[config.mk]
export PLATFORM = sky130hd
export DESIGN_NAME = logic_thief_drain
export DESIGN_NICKNAME = d
export VERILOG_FILES = /design/src/rtl/logic_thief_pkg.sv /design/src/rtl/lt_beat_serializer.sv /design/src/rtl/logic_thief_drain.sv
export SDC_FILE = /design/constraint.sdc
export NUM_CORES = 1
export LEC_CHECK = 0
export ABC_AREA = 1
export BUFFER_PORTS_ARGS = -buffer_cell sky130_fd_sc_hd__clkbuf_2
export CELL_PAD_IN_SITES_DETAIL_PLACEMENT = 0
export CELL_PAD_IN_SITES_GLOBAL_PLACEMENT = 1
export CORE_MARGIN = 2
export CORE_UTILIZATION = 33
export DETAILED_ROUTE_END_ITERATION = 7
export HOLD_SLACK_MARGIN = 0.12
export PLACE_DENSITY_LB_ADDON = 0.08
export SETUP_SLACK_MARGIN = 0.1
export SLEW_MARGIN = 30
export SYNTH_ARGS = -nofsm -noshare
export SYNTH_HDL_FRONTEND = slang
export SYNTH_SLANG_ARGS = --single-unit
[constraint.sdc]
create_clock -name clk_i -period 1.8 [get_ports clk_i]
set_clock_uncertainty 0.15 [all_clocks]
set_input_delay 0.27 -clock clk_i [delete_from_list [all_inputs] [get_ports clk_i]]
set_output_delay 0.27 -clock clk_i [all_outputs]
set_load 0.02 [all_outputs]
[src/rtl/logic_thief_pkg.sv]
// Shared constants, drain FSM state encoding and a status helper for the logic thief readout path.
// Latency: none (declarations only).
// Backpressure: n/a.
package logic_thief_pkg;

    localparam int LT_DATA_WIDTH  = 192;
    localparam int LT_REAL_WIDTH  = 183;
    localparam int LT_STATUS_BITS = 9;
    localparam int BEAT_WIDTH     = 32;
    localparam int BEATS_PER_WORD = LT_DATA_WIDTH / BEAT_WIDTH;

    // Software command words seen on the register path (clear_i is decoded from CMD_RESET upstream)
    localparam logic [31:0] CMD_RESET = 32'hDEADDEAD;
    localparam logic [31:0] CMD_ARM   = 32'hDEADCAFE;

    typedef enum logic [2:0] {
        ST_IDLE,
        ST_WAIT_FULL,
        ST_ISSUE,
        ST_LAT,
        ST_EMIT,
        ST_NEXT,
        ST_DONE
    } drain_state_t;

    // A trace buffer reports full when every status bit above the real payload is set
    function automatic logic status_full(input logic [LT_DATA_WIDTH-1:LT_REAL_WIDTH] status);
        return &status;
    endfunction

endpackage

[src/rtl/lt_beat_serializer.sv]
// Loads one trace word and streams it out LSW first as BEATS_PER_WORD beats.
// Latency: first beat valid the cycle after load; one beat per cycle at full ready.
// Backpressure: beat held stable while beat_vld && !beat_rdy; vld only drops after the final handshake or clr.
module lt_beat_serializer
    import logic_thief_pkg::*;
(
    input  logic                     core_clk,
    input  logic                     arst_n,
    input  logic                     clr,
    input  logic                     load,
    input  logic [LT_DATA_WIDTH-1:0] word_dat,
    output logic [BEAT_WIDTH-1:0]    beat_dat,
    output logic                     beat_vld,
    input  logic                     beat_rdy,
    output logic                     beat_last
);

    localparam int IDX_W = $clog2(BEATS_PER_WORD);

    logic [LT_DATA_WIDTH-1:0] shreg;
    logic [IDX_W-1:0]         idx;
    logic                     final_beat;

    assign final_beat = (idx == IDX_W'(BEATS_PER_WORD - 1));
    assign beat_dat   = shreg[BEAT_WIDTH-1:0];
    assign beat_last  = beat_vld & final_beat;

    // Shift register advances one beat per accepted handshake; clr discards a partial word
    always_ff @(posedge core_clk or negedge arst_n) begin
        if (!arst_n) begin
            shreg    <= '0;
            idx      <= '0;
            beat_vld <= 1'b0;
        end else if (clr) begin
            shreg    <= '0;
            idx      <= '0;
            beat_vld <= 1'b0;
        end else if (load) begin
            shreg    <= word_dat;
            idx      <= '0;
            beat_vld <= 1'b1;
        end else if (beat_vld && beat_rdy) begin
            shreg <= shreg >> BEAT_WIDTH;
            if (final_beat) begin
                beat_vld <= 1'b0;
            end else begin
                idx <= idx + IDX_W'(1);
            end
        end
    end

endmodule

[src/rtl/logic_thief_drain.sv]
// Drains both logic thief trace BRAMs (core 0 then core 1) onto a 32-bit valid/ready beat stream.
// Latency: 1 + RD_LAT + 6 cycles per entry at full ready; done_o one cycle after the last beat's NEXT decision.
// Backpressure: beat_ready_i low stalls the serializer; the FSM holds in EMIT until the entry's last beat is taken.
module logic_thief_drain
    import logic_thief_pkg::*;
#(
    parameter int LT_LOG2_DEEP = 8,
    parameter int RD_LAT       = 2
) (
    input  logic                     clk_i,
    input  logic                     reset_n_i,
    input  logic                     start_i,
    input  logic [1:0]               mask_i,
    input  logic                     force_i,
    input  logic                     clear_i,
    input  logic [LT_DATA_WIDTH-1:0] core0_data_i,
    input  logic [LT_DATA_WIDTH-1:0] core1_data_i,
    output logic [31:0]              addr_o,
    output logic [BEAT_WIDTH-1:0]    beat_o,
    output logic                     beat_valid_o,
    input  logic                     beat_ready_i,
    output logic                     beat_core_o,
    output logic                     beat_last_o,
    output logic                     busy_o,
    output logic                     done_o
);

    // One extra bit so the final entry index is compared without wrapping to zero
    localparam int                ENT_W      = LT_LOG2_DEEP + 1;
    localparam logic [ENT_W-1:0]  LAST_ENTRY = ENT_W'((1 << LT_LOG2_DEEP) - 1);
    localparam int                LAT_W      = 3;

    drain_state_t state, state_nxt;

    logic                     mask_hi;
    logic                     force_r;
    logic                     core;
    logic [ENT_W-1:0]         entry;
    logic [LAT_W-1:0]         lat_cnt;
    logic                     done_zero;
    logic [LT_DATA_WIDTH-1:0] sel_data;
    logic                     ser_load;
    logic                     ser_last;
    logic                     entry_done;

    assign sel_data    = core ? core1_data_i : core0_data_i;
    assign ser_load    = (state == ST_LAT) && (lat_cnt == LAT_W'(1));
    assign entry_done  = ser_last && beat_ready_i;
    assign beat_core_o = core;
    assign beat_last_o = ser_last && (entry == LAST_ENTRY);
    assign busy_o      = (state != ST_IDLE);
    assign done_o      = (state == ST_DONE) || done_zero;

    // State register
    always_ff @(posedge clk_i or negedge reset_n_i) begin
        if (!reset_n_i) begin
            state <= ST_IDLE;
        end else begin
            state <= state_nxt;
        end
    end

    // Next-state decode; clear_i overrides every other event
    always_comb begin
        state_nxt = state;
        case (state)
            ST_IDLE:      if (start_i && (mask_i != 2'b00)) state_nxt = ST_WAIT_FULL;
            ST_WAIT_FULL: if (force_r || status_full(sel_data[LT_DATA_WIDTH-1:LT_REAL_WIDTH])) state_nxt = ST_ISSUE;
            ST_ISSUE:     state_nxt = ST_LAT;
            ST_LAT:       if (lat_cnt == LAT_W'(1)) state_nxt = ST_EMIT;
            ST_EMIT:      if (entry_done) state_nxt = (entry == LAST_ENTRY) ? ST_NEXT : ST_ISSUE;
            ST_NEXT:      state_nxt = (!core && mask_hi) ? ST_WAIT_FULL : ST_DONE;
            ST_DONE:      state_nxt = ST_IDLE;
            default:      state_nxt = ST_IDLE;
        endcase
        if (clear_i) begin
            state_nxt = ST_IDLE;
        end
    end

    // Job parameters, core/entry walk, read address and latency countdown
    always_ff @(posedge clk_i or negedge reset_n_i) begin
        if (!reset_n_i) begin
            mask_hi   <= 1'b0;
            force_r   <= 1'b0;
            core      <= 1'b0;
            entry     <= '0;
            lat_cnt   <= '0;
            addr_o    <= '0;
            done_zero <= 1'b0;
        end else if (clear_i) begin
            mask_hi   <= 1'b0;
            force_r   <= 1'b0;
            core      <= 1'b0;
            entry     <= '0;
            lat_cnt   <= '0;
            addr_o    <= '0;
            done_zero <= 1'b0;
        end else begin
            done_zero <= 1'b0;
            case (state)
                ST_IDLE: begin
                    if (start_i) begin
                        mask_hi   <= mask_i[1];
                        force_r   <= force_i;
                        core      <= (mask_i == 2'b10);
                        entry     <= '0;
                        done_zero <= (mask_i == 2'b00);
                    end
                end
                ST_ISSUE: begin
                    addr_o  <= 32'(entry);
                    lat_cnt <= LAT_W'(RD_LAT);
                end
                ST_LAT: begin
                    lat_cnt <= lat_cnt - LAT_W'(1);
                end
                ST_EMIT: begin
                    if (entry_done && (entry != LAST_ENTRY)) begin
                        entry <= entry + ENT_W'(1);
                    end
                end
                ST_NEXT: begin
                    if (!core && mask_hi) begin
                        core  <= 1'b1;
                        entry <= '0;
                    end
                end
                default: ;
            endcase
        end
    end

    lt_beat_serializer u_ser (
        .core_clk  (clk_i),
        .arst_n    (reset_n_i),
        .clr       (clear_i),
        .load      (ser_load),
        .word_dat  (sel_data),
        .beat_dat  (beat_o),
        .beat_vld  (beat_valid_o),
        .beat_rdy  (beat_ready_i),
        .beat_last (ser_last)
    );

endmodule
# After elaboration in Yosys (flattened, before gate mapping)
# Cells that the tools add are included.
word_totals:
  ff_bits: 247
  input_bits: 392
  out_inout_bits: 69
  elab_cells: 105
op_classes:
  add_sub_neg: 3
  eq_ne: 19
  n_mux: 42
  n_bitwise: 1
  n_reduce_logical: 29
op_table:
  columns: ["cell", "count"]
  rows:
  - ["2-to-1 mux 192 bit", 4]
  - ["2-to-1 mux 32 bit", 2]
  - ["2-to-1 mux 3 bit", 12]
  - ["2-to-1 mux 9 bit", 4]
  - ["case mux 9 bit (3 select lines)", 1]
  - ["!= test 3 bit (second input constant)", 7]
  - ["case mux 3 bit (6 select lines)", 1]
  - ["2-to-1 mux 1 bit", 16]
  - ["nonzero test 3 bit", 5]
  - ["equality test 3 bit (second input constant)", 4]
  - ["adder 9 x 1 -> 9 bit (second input constant)", 1]
  - ["equality test 9 x 8 -> 1 bit (second input constant)", 1]
  - ["!= test 9 x 8 -> 1 bit (second input constant)", 1]
  - ["AND reduction 9 bit", 1]
  - ["AND reduction 4 bit", 2]
  - ["nonzero test 2 bit", 4]
  - ["logical AND 1 bit", 7]
  - ["equality test 3 x 1 -> 1 bit (second input constant)", 2]
  - ["equality test 3 x 2 -> 1 bit (second input constant)", 2]
  - ["case mux 3 bit (2 select lines)", 1]
  - ["AND reduction 2 bit", 3]
  - ["nonzero test 4 bit", 1]
  - ["adder 3 x 1 -> 3 bit (second input constant)", 1]
  - ["zero test 3 bit", 1]
  - ["other kinds (9)", 10]

# Depth between registers and ports, before layout
logic_depth:
  word_depth: 7
  ltp_mapped: 12
  mapped_depth_nobuf: 11

# Hierarchy
# A second synthesis with hierarchy kept.
unflattened:
  hier_cells: 2257
  hier_area_um2: 14179.8
modules_own_cells:
  columns: ["mod", "instances", "cells_per_inst", "area_per_inst_um2", "seq_area_each_um2"]
  rows:
  - ["lt_beat_serializer", 1, 1419, 10030.9, 4904.7]
  - ["logic_thief_drain", 1, 838, 4149.0, 700.7]

# Worst setup path after synthesis
# No wires, ideal clock.
synth_timing:
  path_kind: "reg-to-output"
  from: "register entry[0]"
  to: "output beat_last_o"
  arrival_time_ps: 1507
  required_ps: 1380
  slack_ps: -127
  stages_incl_launch_ff: 9
  n_path_buf: 0
  cell_sequence: "dfrtp_1 > ha_1 > nand3_1 > nor2_1 > nand3_1 > nor2_1 > ha_1 > nand2_1 > nor2_1"
synth_between:
  elab_chain_cells: 2
synth_rtl:
  columns: ["element", "line_no", "text"]
  rows:
  - ["start, declared", "logic_thief_drain.sv:38", "logic [ENT_W-1:0] entry;"]
  - ["start signal, assigned", "logic_thief_drain.sv:120", "entry <= entry + ENT_W'(1);"]
  - ["equality test 9 x 8 -> 1 bit", "logic_thief_drain.sv:50", "assign beat_last_o = ser_last && (entry == LAST_ENTRY);"]
  - ["logical AND 1 bit", "logic_thief_drain.sv:50", null]
  - ["end, declared", "logic_thief_drain.sv:23", "output logic beat_last_o,"]
# No other way between the ends.

# Final worst setup path
# Ends and elaborated chain as after synthesis.

==> results.sh <==
export IMPL_status="finished with violations"
export IMPL_failed_checks="negative setup slack"
export IMPL_syn_inst=1796
export IMPL_power_frac_comb_pct=40.3
export IMPL_critPathKind="reg2out"
export IMPL_clock_sinks=224
export IMPL_netlist_area_um2=13580
export IMPL_ys_ff_latch=224
export IMPL_ant_nets=0
export IMPL_synth_edf_count=0
export IMPL_hp_class="in2async"
export IMPL_grt_pass1_vias=16400
export IMPL_routabilityCongestion=0.8280
export IMPL_rows=74
export IMPL_synth_top_cell_by_area="dfrtp_1"
export IMPL_fp_dieW_um=206.9
export IMPL_end_kind="output port"
export IMPL_swShare_pct=35.48
export IMPL_startpoint_type="flop"
export IMPL_synth_distinct_cells=39
export IMPL_num_io_pins=461
export IMPL_post_route_drc_count=0
export IMPL_stdcell_area_um2=27050
export IMPL_required_ns=1.38
export IMPL_async_flop_share_pct=100.0
export IMPL_core_area_um2=40740
export IMPL_grt_max_degree=77
export IMPL_fp_dieH_um=206.9
export IMPL_dr_pass1_iters=5
export IMPL_seq_power_share_pct=27.1
export IMPL_dp_hpwl_mm=35.28
export IMPL_clock_fmax_mhz=422.5
export IMPL_first_iter_violations=955
export IMPL_die_area_um2=42800
export IMPL_clockBufferDepth=3
export IMPL_post_place_ws_ns=-0.2150
export IMPL_finalSetupViolCount=207
export IMPL_synth_area_leaders="dfrtp_1, nand2_1, a21oi_2, o21ai_1, inv_1"
export IMPL_cp_top_family="simple AND/OR/NAND/NOR gates"
export IMPL_start_util_pct=33.34
export IMPL_drive_above_1_share_pct=45.19
export IMPL_clock_latency_ns=0.53
export IMPL_netSwitchingPower_w=0.006860
export IMPL_clk_pin_slew_worst_paths_ns=0.06
export IMPL_port_buffers=437
export IMPL_synth_common_cells="nand2_1, dfrtp_1, inv_1"
export IMPL_yosysSeqAreaShare_pct=41.27
export IMPL_post_route_util_pct=66.41
export IMPL_ctsRootBufferMaster="clkbuf_16"
export IMPL_synthFlopType="dfrtp_1"
export IMPL_cts_tree="yes"
export IMPL_crit_arrival_ns=1.95
export IMPL_h_tree_depth=1
export IMPL_vias=15964
export IMPL_crit_chain="ha_2 > nand3_4 > nor2_4 > nand3_4 > nor2_4 > ha_4 > nand2_2 > nor2_4 > buf_8"
export IMPL_fin_cells=3351
export IMPL_rsz0062_at_grt="yes"
export IMPL_diodes=0
export IMPL_slowest_stage="dfrtp_1"
export IMPL_fin_crit_sh_pct=131.5
export IMPL_cap_violations=0
export IMPL_wl_per_cell_um=17.80
export IMPL_tns_ns=-33.33
export IMPL_fin_crit_ns=2.367
export IMPL_grt_use_total_pct=26.40
export IMPL_cp_common_cell="nor2_4"
export IMPL_syn_avg_cell_area_um2=7.562
export IMPL_maxSlewViolCount=0
export IMPL_irDropWorstVdd_mv=0.6348
export IMPL_setup_slack_ns=-0.5669
export IMPL_wl_mm=59.65
export IMPL_power_density_nw_per_um2=714.6
export IMPL_dp_cells=2775
export IMPL_antenna_found_initial=0
export IMPL_cp_slowest_stage_delay_ns=0.35
export IMPL_finalHoldViolations=0
export IMPL_yosysWarningCount=0
export IMPL_fin_nets=3198
export IMPL_leakagePower_nw=12.02
export IMPL_clockPowerShare_pct=32.6
export IMPL_via_per_inst=4.764
export IMPL_netlist_area_leader_share_pct=41.27
export IMPL_overflow=0
export IMPL_dpl_instance_area_um2=17200
export IMPL_p_int_w=0.01247
export IMPL_numCtsBuffers=27
export IMPL_area_delta_synth_final_pct=99.20
export IMPL_synthMostInstantiatedCell="nand2_1"
export IMPL_path_max_fanout=2
export IMPL_grt_pass1_wl_mm=88.33
export IMPL_timing_critical_path_buf_inv=1
metal layers:
metal  wire length, um  vias up  global-route usage, %
met5                 0        -                      0
met3              2779       83                  3.093
li1                  -     7794                      -
met2             29700      501                  45.77
met4              1065        0                  5.775
met1             26100     7586                  35.36
cell usage in the layout, fill, tap and decap left out, drive strengths merged, types with 3 or more instances in the layout:
cell,n
nand3,41
ha,7
nand4,7
nand2,393
inv,197
o22a,32
nor3,3
o21ai,290
o22ai,4
clkinv,6
conb,23
dlygate4sd3,380
clkbuf,472
nor2,194
o32ai,23
buf,305
bufinv,8
a21oi,197
dfrtp,224
worst paths after layout:
check                                        from                to  slack (ns)  cells past startpoint
min in group clk_i              core1_data_i[187]  u_ser.shreg[187]        0.14                      6
worst max register to register         lat_cnt[1]  u_ser.shreg[149]       -0.25                     14
worst min register to register    u_ser.shreg[25]   u_ser.shreg[25]        0.36                      1
worst min-delay path                    reset_n_i  u_ser.shreg[117]        0.11                      2
worst max-delay path                     entry[0]       beat_last_o       -0.57                      9
max in group asynchronous               reset_n_i   u_ser.shreg[30]        0.35                      3
cell type report:
cell class | count | area [um^2]
fillers | 3217 | 13680
repair buffers | 1125 | 10600
multi-input cells | 1224 | 8396
flip-flops and latches | 224 | 5609
inverters | 197 | 762.0
clock buffers | 33 | 728.2
well taps | 532 | 665.6
clock inverters | 16 | 292.8
through the flow:
stage | power, W | hold slack, ns
after global placement | 0.01074 | 0.08533
after global routing | 0.02029 | 0.1361
after detailed placement | 0.01076 | 0.09044
after floorplan | 0.008686 | -0.1756
after CTS | 0.01897 | 0.1059
final | 0.01933 | 0.1091
power groups by stage:
stage / clock network [W] / logic, W / registers [W]
floorplan: 0 / 0.00339 / 0.00529
global placement: 0 / 0.00541 / 0.00533
detailed placement: 0 / 0.00543 / 0.00533
CTS: 0.00642 / 0.00731 / 0.00524
global route: 0.00664 / 0.00840 / 0.00526
finish: 0.00630 / 0.00779 / 0.00524
sequential cells by signal, indices dropped and copies added, names as in the netlist:
register and cells:
addr_o 9, beat_core_o 1, done_zero 1, entry 9
force_r 1, lat_cnt 3, mask_hi 1, state 3
u_ser.beat_vld 1, u_ser.idx 3, u_ser.shreg 192
worst register-to-register path, delay by kind of cell, from the launching register on:
kind / cells / cell delay (ns)
flops: 1 / 0.37
fa+ha+maj: 1 / 0.15
simple gates: 4 / 0.32
compound gates: 2 / 0.19
buf+inv: 7 / 0.75
logic make-up after synthesis:
group                    synth area share (%)
buffers and inverters                   13.30
XOR/XNOR                               0.1935
other                                 0.02761
AO/OA/AOI/OAI                           25.84
adder cells (fa/ha/maj)                0.6448
flip-flops                              41.27
AND/OR/NAND/NOR                         18.72
repair_timing:
action | CTS | global route
gates cloned | 55 | 7
setup buffers | 85 | 28
resized for setup | 525 | 282
endpoints found under the hold margin | 415 | 2
pin swaps | 60 | 84
hold buffers | 377 | 3
setup endpoints to repair | 207 | 216
Note: power is estimated with default switching activity, not from simulation.
